**src/rtl/priority_grant_ctrl.sv**
```systemverilog
// priority_grant_ctrl: 64-way fixed-priority grant controller with pending tracking and sticky duplicate-request flag
// Ports: clk, rst (async active-high); req/mask [63:0] set/inhibit pending bits;
//   grant_ready accepts the offer; clr_err clears dup_err;
//   grant_valid/grant_idx the offer; pending, any_pending, dup_err status.
module priority_grant_ctrl (
  input  logic        clk,
  input  logic        rst,
  input  logic [63:0] req,
  input  logic [63:0] mask,
  input  logic        grant_ready,
  input  logic        clr_err,
  output logic        grant_valid,
  output logic [5:0]  grant_idx,
  output logic [63:0] pending,
  output logic        any_pending,
  output logic        dup_err
);
  typedef enum logic {IDLE, OFFER} state_t;
  state_t state, state_n;
  logic [63:0] elig, acc_bit, pending_n;
  logic [5:0] low_idx;
  logic acc, dup;
  always_comb begin
    elig = pending & ~mask;
    low_idx = '0;
    for (int i = 63; i >= 0; i--) if (elig[i]) low_idx = 6'(i);
    acc = state == OFFER && grant_ready;
    acc_bit = acc ? 64'd1 << grant_idx : '0;
    // a request landing on the bit being accepted re-arms it rather than counting as a duplicate
    pending_n = (pending & ~acc_bit) | req;
    dup = |(req & pending & ~acc_bit);
    state_n = state == IDLE ? (|elig ? OFFER : IDLE) : (acc ? IDLE : OFFER);
    grant_valid = state == OFFER;
  end
  always_ff @(posedge clk or posedge rst)
    if (rst) begin
      state <= IDLE;
      pending <= '0;
      any_pending <= 1'b0;
      dup_err <= 1'b0;
      grant_idx <= '0;
    end else begin
      state <= state_n;
      pending <= pending_n;
      any_pending <= |pending_n;
      dup_err <= dup | (dup_err & ~clr_err);
      if (state == IDLE && |elig) grant_idx <= low_idx;
    end
endmodule

```
**config.mk**
```make
export PLATFORM = sky130hd
export DESIGN_NAME = priority_grant_ctrl
export DESIGN_NICKNAME = d
export VERILOG_FILES = /design/src/rtl/priority_grant_ctrl.sv
export SDC_FILE = /design/constraint.sdc
export NUM_CORES = 1
export LEC_CHECK = 0
export CELL_PAD_IN_SITES_DETAIL_PLACEMENT = 1
export CELL_PAD_IN_SITES_GLOBAL_PLACEMENT = 1
export CORE_MARGIN = 2
export CORE_UTILIZATION = 31
export DETAILED_ROUTE_END_ITERATION = 7
export HOLD_SLACK_MARGIN = 0.05
export PLACE_DENSITY = 0.8
export REMOVE_ABC_BUFFERS = 1
export SYNTH_ARGS = -nofsm -noshare
export SYNTH_HDL_FRONTEND = slang
export SYNTH_SLANG_ARGS = --single-unit
export TNS_END_PERCENT = 100
```
**constraint.sdc**
```tcl
create_clock -name clk -period 3.12 [get_ports clk]
set_input_delay 0.624 -clock clk [delete_from_list [all_inputs] [get_ports clk]]
set_output_delay 0.624 -clock clk [all_outputs]
set_load 0.005 [all_outputs]
```
==> reports/results.ini, run 1 <==
[run_status]
status = finished, final reports clean

[sta]
fin_crit_ns = 3.07
fin_skew_ns = 0.00656
finalSetupViolCount = 0
slew_violations = 0
finalCritPeriodShare_pct = 98.5
max_slew_margin_pct = 51.1
worst_slew_pin_slew_ns = 0.726
fmax_mhz = 325
final-hold-violation-count = 0

[floorplan]
coreArea_um2 = 15200
die_x_um = 129
start_util_pct = 31.7
ioPinCount = 205
chipHeight_um = 129
dieArea_um2 = 16600
num_rows = 45

[logic_synthesis]
synth_compound_area_share_pct = 21.3
yosysSeqAreaShare_pct = 37.9
ys_types = 57
avgSynthCellArea_um2 = 8.57
synthTopCellsByCount = dfrtp_1, nor2b_1, nand2_1
muxShareOfSynthArea_pct = 0.441
synthSimpleGateAreaFrac_pct = 37.4
ys.flop_type = dfrtp_1
ys_async_sr_fraction_pct = 100
synth_top_family_by_area = simple AND/OR/NAND/NOR gates
synthAdderAreaFrac_pct = 0
synth_xor_area_share_pct = 0
synth_area_um2 = 4820
synth_seq_cells = 73
syn-instance-count = 563
synth_top_area_cell = dfrtp_1
netlist_top_cells_area = dfrtp_1, nor2b_1, nand2_1
synth_top_area_share_pct = 37.9
synth_edf_count = 0
yosysMostFrequentCell = dfrtp_1
yosysWarnings = 0

[setup_path]
end_kind = flip-flop
worstSetupPathType = flip-flop to flip-flop
arrival_ns = 3.29
startpoint_type = flip-flop
cp.required_ns = 3.34
r2r_slack_ns = 0.05
crit_fanout = 7

[routing]
first_pass_iters = 5
vias = 6140
viasPerCell = 5.73
drt-initial-drc-count = 431
drt_wl_total_mm = 27.7
drc_errors = 0
drtAntennaViolNets = 0
wl_per_cell_um = 25.8

[power]
p_sw_share_pct = 33.9
seqPwrFrac_pct = 32.2
vdd_drop_max_mv = 0.289
clkPwrFrac_pct = 28.2
p_int_mw = 2.33
leakage_nw = 3.14
comb_power_share_pct = 39.5
switchingPower_mw = 1.19
power_density_nw_per_um2 = 421

[clock_tree]
cts-root-buf = clkbuf_16
clk_pin_slew_ns = 0.06
cts_tree = done
numCtsBuffers = 9
cts.htree.levels = 3
clkLatencyLatePin_ns = 0.35
clock-sinks = 73
clk_path_buf_depth = 2

[placed_design]
routabilityCongestion = 1.01
place_area_um2 = 7790
hpwl_mm = 23.0
io_buffers = 204
dp_cells = 1043

[grt]
grt_overflow_total = 0
grt_max_degree = 50
grt_pass1_vias = 6517
grt.total_usage_pct = 33.1
antenna_found_initial = 0
grt_first_pass_wirelength_mm = 40.2

[final_layout]
fin_area_um2 = 8360
diodes = 0
nFillCells = 1751
drive_gt1_share_pct = 21.2
syn_to_final_growth_pct = 73.3
finalNetCount = 1013
layoutNonFillerInstCount = 1072

[job]
max_cap_viol_count = 0

[hold_path]
hold_class = flip-flop to flip-flop

## power by group through the flow
stage | registers [mW] | logic (mW) | clock network [mW]
floorplan | 1.12 | 0.362 | 0
global placement | 1.14 | 1.12 | 0
detailed placement | 1.14 | 1.14 | 0
CTS | 1.13 | 1.19 | 0.991
global route | 1.14 | 1.46 | 1.03
finish | 1.13 | 1.39 | 0.994
## critical path, stage by stage (launching register included)
cell,delay (ns)
dfrtp_4,0.49
buf_12,0.16
nor2_4,0.12
nand2_2,0.12
o21a_1,0.21
or2_2,0.30
or4_1,0.54
or4_1,0.48
or4_4,0.53
## cells by family (layout without fill, tap and decap cells)
family	Yosys count	count (layout)
buffers and inverters	31	352
and+or+nand+nor	311	311
muxes	2	2
DFF	73	73
AOI/OAI and AO/OA	146	146
## layer usage
layer	share of wire (%)	vias to the layer above	GRT usage (%)
met2	48	311	55.0
met1	42	3054	44.2
li1	-	2721	-
met5	0	-	0
met3	7.2	54	4.20
met4	3.5	0	12.1
## state kept, by name (all words and copies together), names as in the netlist
name	cells
grant_idx	6
pending	64
grant_valid	1
dup_err	1
any_pending	1
## worst paths after layout
path / depth (start not counted) / end / from
max: 8 / any_pending$_DFF_PP0_ / grant_idx[2]$_DFFE_PP0P_
min: 1 / pending[22]$_DFF_PP0_ / pending[22]$_DFF_PP0_
max reg2reg: 8 / any_pending$_DFF_PP0_ / grant_idx[2]$_DFFE_PP0P_
min reg2reg: 1 / pending[22]$_DFF_PP0_ / pending[22]$_DFF_PP0_
max in group asynchronous: 3 / grant_idx[2]$_DFFE_PP0P_ / rst
min in group asynchronous: 2 / pending[51]$_DFF_PP0_ / rst
## metrics by stage
stage	hold slack, ns	worst slack, ns	util, %	TNS [ns]	power [mW]
after floorplan	0.519	0.0643	-	0	1.49
after global placement	0.565	-0.493	51.3	-0.493	2.25
after detailed placement	0.558	-0.659	51.3	-0.671	2.28
after CTS	0.572	0.00211	53.5	0	3.31
after global routing	0.603	-0.00860	55.0	-0.00860	3.63
final	0.583	0.0473	55.0	0	3.52
## cells in the final DEF, fill, tap and decap left out, drive strengths merged, types with 3 or more instances in the layout
master         synthesis  routed
o21a                  16      16
a31oi                  4       4
o211ai                10      10
o21ai                 22      22
or2                   35      35
dfrtp                 73      73
o31ai                  3       3
nand2                 54      54
a21boi                15      15
nand3                 20      20
and4bb                 3       3
nand4b                 6       6
and3                   3       3
buf                    8     113
o2111ai                3       3
nor3                  15      15
clkdlybuf4s50          0     203
nand2b                20      20
nand4                 13      13
a32oi                  5       5
a21oi                 16      16
a2111oi                3       3
o221ai                 3       3
inv                   21      21
nor4                  23      23
nor2b                 65      65
nor4b                  4       4
a21o                  23      23
clkbuf                 2      12
nor2                  29      29
or4                   13      13
a22oi                 11      11
## cell type report
type / instances / area (um^2) / share of cell area [%]
Clock inverter: 3 / 17.5 / 0.210
Sequential cell: 73 / 1840 / 22.0
Clock buffer: 11 / 253 / 3.02
Tap cell: 188 / 235 / 2.81
Inverter: 21 / 78.8 / 0.943
Timing Repair Buffer: 317 / 2940 / 35.2
Multi-Input combinational cell: 459 / 3000 / 35.8
## repair_timing
item / 4_1_cts / 5_1_grt
setup endpoints to repair: 1 / 1
hold buffers: 0 / 0
pin swaps: 1 / 11
buffers inserted: 2 / 13
gates cloned: 0 / 0
resized for setup: 14 / 38
Power figures use the tool's default switching activity.
==> run 2: changes to the inputs <==
- CORE_ASPECT_RATIO: not set -> 1.75
==> run 2 against run 1 <==
Compared with the run above: the run now ends with setup timing left; cell count rose by 1.2%; highest routed layer unchanged; first-iteration DRC count fell by 5.1%; maximum frequency fell by 2.1%; non-clock buffer count rose by 13; global-route usage rose by 0.35 points; wire length rose by 4.8%; register-to-register slack got worse by 0.07 ns; critical path type unchanged.
==> reports/results.ini, run 2 (synthesis results as in run 1) <==
[floorplan]
start_util_pct = 31.5
ioPinCount = 205
chipHeight_um = 169
coreArea_um2 = 15300
die_x_um = 98.3
num_rows = 60
dieArea_um2 = 16600

[sta]
fmax_mhz = 319
slew_violations = 0
final-hold-violation-count = 0
fin_skew_ns = 0.00734
fin_crit_ns = 3.14
fin_ws_ns = -0.0184
finalCritPeriodShare_pct = 101
finalSetupViolCount = 1
worst_slew_pin_slew_ns = 0.759
max_slew_margin_pct = 48.1
holdWs_ns = 0.589

[grt]
grt_pass1_vias = 6811
grt_overflow_total = 0
grt_first_pass_wirelength_mm = 41.2
grt.total_usage_pct = 33.4
antenna_found_initial = 0
grt_max_degree = 37

[final_layout]
multiInputGateArea_um2 = 3040
largest_registers = pending (64), grant_idx (6)
diodes = 0
final_common_cell = clkdlybuf4s50_1
seq_area_um2 = 1840
layout_common_cells = clkdlybuf4s50_1, buf_4, dfrtp_1
drive_gt1_share_pct = 23.4
layoutNonFillerInstCount = 1085
largest-register = pending
syn_to_final_growth_pct = 77.0
finalNetCount = 1026
utilization_pct = 55.7
largest_reg_flops = 64
nFillCells = 1806

[routing]
wl_per_cell_um = 26.7
drt-initial-drc-count = 409
first_pass_iters = 7
drt_wl_total_mm = 29.0
viasPerCell = 5.74
drtAntennaViolNets = 0
vias = 6232
drc_errors = 0

[clock_tree]
cts_tree = done
cts-root-buf = clkbuf_16
clkLatencyLatePin_ns = 0.34
clock-sinks = 73
numCtsBuffers = 9
clk_pin_slew_ns = 0.06
cts.htree.levels = 3
clk_path_buf_depth = 2

[placed_design]
routabilityCongestion = 0.997
dp_cells = 1045
hpwl_mm = 23.6
dp_slack_ns = -0.727
io_buffers = 204

[setup_path]
startpoint_type = flip-flop
crit_family = simple AND/OR/NAND/NOR gates
worstSetupPathType = flip-flop to flip-flop
cp_common_cell = buf_4
cp.buffers_inverters = 3
crit_slowest_cell = or4_4
crit_fanout = 7
arrival_ns = 3.35
max_stage_delay_ns = 0.54
cp.required_ns = 3.33
path_cells = buf_4 -> buf_4 -> nand4_1 -> buf_4 -> o21a_1 -> or2_2 -> or4_1 -> or4_4 -> or4_4
end_kind = flip-flop

[power]
power_density_nw_per_um2 = 437
finalPower_mw = 3.73
vdd_drop_max_mv = 0.285
leakage_nw = 3.25

[hold_path]
hold_class = flip-flop to flip-flop

[job]
max_cap_viol_count = 0

[run_status]
status = finished, violations left
violations = setup timing

-- run 2: area by class of cell --
type	count	area share, %
inverters	21	0.924
repair buffers	330	35.3
multi-input cells	459	35.6
well taps	186	2.73
flip-flops and latches	73	21.5
clock inverters	7	1.20
clock buffers	9	2.64
-- run 2: metrics by stage --
stage	cell area (um^2)	TNS, ns
3_5_place_dp	7810	-0.888
2_1_floorplan	4760	0
3_3_place_gp	7810	-0.895
5_1_grt	8530	-0.0312
6_report	8530	-0.0184
4_1_cts	8310	0
-- run 2: per-layer routing --
layer	track usage, %	routed length (um)	vias up
met4	19.3	1810	0
met2	61.8	15600	248
met1	36.3	10400	3153
li1	-	-	2746
met3	3.47	1140	85
met5	0	0	-
-- run 2: worst paths after layout --
path,startpoint,endpoint,slack (ns),cells past startpoint
worst max-delay path,grant_idx[2]$_DFFE_PP0P_,any_pending$_DFF_PP0_,-0.02,9
worst min-delay path,pending[12]$_DFF_PP0_,pending[12]$_DFF_PP0_,0.59,1
min in group asynchronous,rst,pending[60]$_DFF_PP0_,0.63,2
max in group asynchronous,rst,grant_idx[2]$_DFFE_PP0P_,1.81,3
worst min register to register,pending[12]$_DFF_PP0_,pending[12]$_DFF_PP0_,0.59,1
worst max register to register,grant_idx[2]$_DFFE_PP0P_,any_pending$_DFF_PP0_,-0.02,9
-- run 2: timing repair --
action / CTS / global route
gates cloned: 0 / 0
hold buffers: 0 / 0
setup buffers: 14 / 10
pin swaps: 2 / 14
gates resized for setup: 20 / 45
endpoints found under the setup margin: 1 / 1
-- run 2: where the power goes --
part,internal [mW],switching [mW]
combinational,0.758,0.670
sequential,1.01,0.132
clock,0.709,0.453
==> run 3: changes to the inputs <==
- CORE_UTILIZATION: 31 -> 32
- CTS_BUF_LIST: not set -> sky130_fd_sc_hd__clkbuf_2 sky130_fd_sc_hd__clkbuf_4 sky130_fd_sc_hd__clkbuf_8
- PLACE_DENSITY: 0.8 -> 0.82
- TNS_END_PERCENT: 100 -> 1
==> run 3 against run 2 <==
Compared with the run above: the flow now finishes without violations; register-to-register slack better by 0.03 ns; clock skew is 0.0039 ns higher; via count is 2.6% lower.
==> reports/results.ini, run 3 (synthesis results as in run 1) <==
[clock_tree]
cts-root-buf = clkbuf_8
cts.htree.levels = 3
clkLatencyLatePin_ns = 0.36
clk_path_buf_depth = 2
cts_tree = done
numCtsBuffers = 9
clock-sinks = 73
clk_pin_slew_ns = 0.09
cts_hold_buffers = 0

[sta]
fin_crit_ns = 3.10
fin_ws_ns = 0.0164
slew_violations = 0
finalSetupTns_ns = 0
max_slew_margin_pct = 49.5
finalSetupViolCount = 0
fin_skew_ns = 0.0112
fmax_mhz = 322
final-hold-violation-count = 0
worst_slew_pin_slew_ns = 0.746
finalCritPeriodShare_pct = 99.5

[power]
vdd_drop_max_mv = 0.246
leakage_nw = 3.05
finalPower_mw = 3.13
power_density_nw_per_um2 = 385

[grt]
grt_pass1_vias = 6736
grt.total_usage_pct = 32.5
grt_max_degree = 74
use_met1_pct = 35.8
grt-busiest-layer = met2
use_met3_pct = 3.62
antenna_found_initial = 0
use_met2_pct = 61.3
grt_overflow_total = 0
grt_first_pass_wirelength_mm = 39.7

[job]
max_cap_viol_count = 0

[floorplan]
ioPinCount = 205
num_rows = 59
start_util_pct = 32.5
dieArea_um2 = 16100
chipHeight_um = 166
coreArea_um2 = 14800
die_x_um = 96.8

[placed_design]
dp_slack_ns = -0.721
hpwl_mm = 22.9
io_buffers = 204
routabilityCongestion = 0.956

[final_layout]
layout_common_cells = clkdlybuf4s50_1, buf_4, dfrtp_1
largest_reg_flops = 64
multiInputGateArea_um2 = 2900
diodes = 0
final_common_cell = clkdlybuf4s50_1
largest_registers = pending (64), grant_idx (6)
seq_area_um2 = 1830
drive_gt1_share_pct = 20.0
largest-register = pending
nFillCells = 1764
finalNetCount = 1013
syn_to_final_growth_pct = 68.7

[routing]
wl_per_cell_um = 25.4
drt-initial-drc-count = 290
drt_wl_total_mm = 27.2
drc_errors = 0
drtAntennaViolNets = 0
viasPerCell = 5.68
vias = 6067
first_pass_iters = 5

[setup_path]
arrival_ns = 3.34
cp.required_ns = 3.36
end_kind = flip-flop
worstSetupPathType = flip-flop to flip-flop
startpoint_type = flip-flop
crit_fanout = 6

[hold_path]
hold_class = flip-flop to flip-flop

[run_status]
status = finished, final reports clean

run 3: changes by cell type in the layout (fill, tap and decap cells not counted), moves of 7 or more:
cell       previous run  this run
clkbuf_8              0        10
clkbuf_16             9         0
or4_4                 9         2
or4_1                 4        11
buf_4               122       110
run 3: final timing paths:
| path | start | endpoint | slack, ns | cells after the start |
|---|---|---|---|---|
| max | grant_idx[0]$_DFFE_PP0P_ | any_pending$_DFF_PP0_ | 0.02 | 8 |
| min | pending[11]$_DFF_PP0_ | pending[11]$_DFF_PP0_ | 0.60 | 1 |
| max reg2reg | grant_idx[0]$_DFFE_PP0P_ | any_pending$_DFF_PP0_ | 0.02 | 8 |
| min reg2reg | pending[11]$_DFF_PP0_ | pending[11]$_DFF_PP0_ | 0.60 | 1 |
| max in group asynchronous | rst | grant_idx[3]$_DFFE_PP0P_ | 2.09 | 3 |
| min in group asynchronous | rst | pending[56]$_DFF_PP0_ | 0.64 | 3 |
run 3: metal layers:
metal	wire length (um)	up-vias	part of all wire, %
met3	1160	73	4.3
met5	0	-	0
met1	9920	3025	36
met4	1360	0	5.0
li1	-	2719	-
met2	14800	250	54
run 3: metrics by stage:
step                      hold slack [ns]  area [um^2]  std cells  util, %
final                               0.601         8130       1069     54.8
after global routing                0.621         8130       1069     54.8
after CTS                           0.599         8020       1059     54.0
after detailed placement            0.579         7810       1043     52.7
after global placement              0.559         7810       1043     52.7
after floorplan                     0.519         4760        553        -
run 3: what timing repair did:
action / CTS / global route
resized for setup: 12 / 10
pin swaps: 0 / 1
buffers inserted: 0 / 10
setup endpoints to repair: 1 / 1
run 3: cell type report:
type,count,area share (%)
repair buffers,317,35.7
clock inverters,6,0.631
clock buffers,10,1.69
flip-flops and latches,73,22.6
well taps,183,2.82
inverters,21,0.969
multi-input cells,459,35.6
run 3: critical path: stages (launching register included):
cell,delay [ns]
dfrtp_2,0.48
buf_4,0.17
nor2_1,0.18
nand2_2,0.16
o21a_1,0.22
or2_0,0.25
or4_1,0.54
or4_1,0.50
or4_1,0.50
run 3: report_power, final:
| part | leakage [nW] | total, mW | switching [mW] | internal (mW) |
|---|---|---|---|---|
| registers | 0.660 | 1.15 | 0.141 | 1.00 |
| clock network | 0.0931 | 0.723 | 0.404 | 0.319 |
| logic | 2.30 | 1.26 | 0.577 | 0.687 |
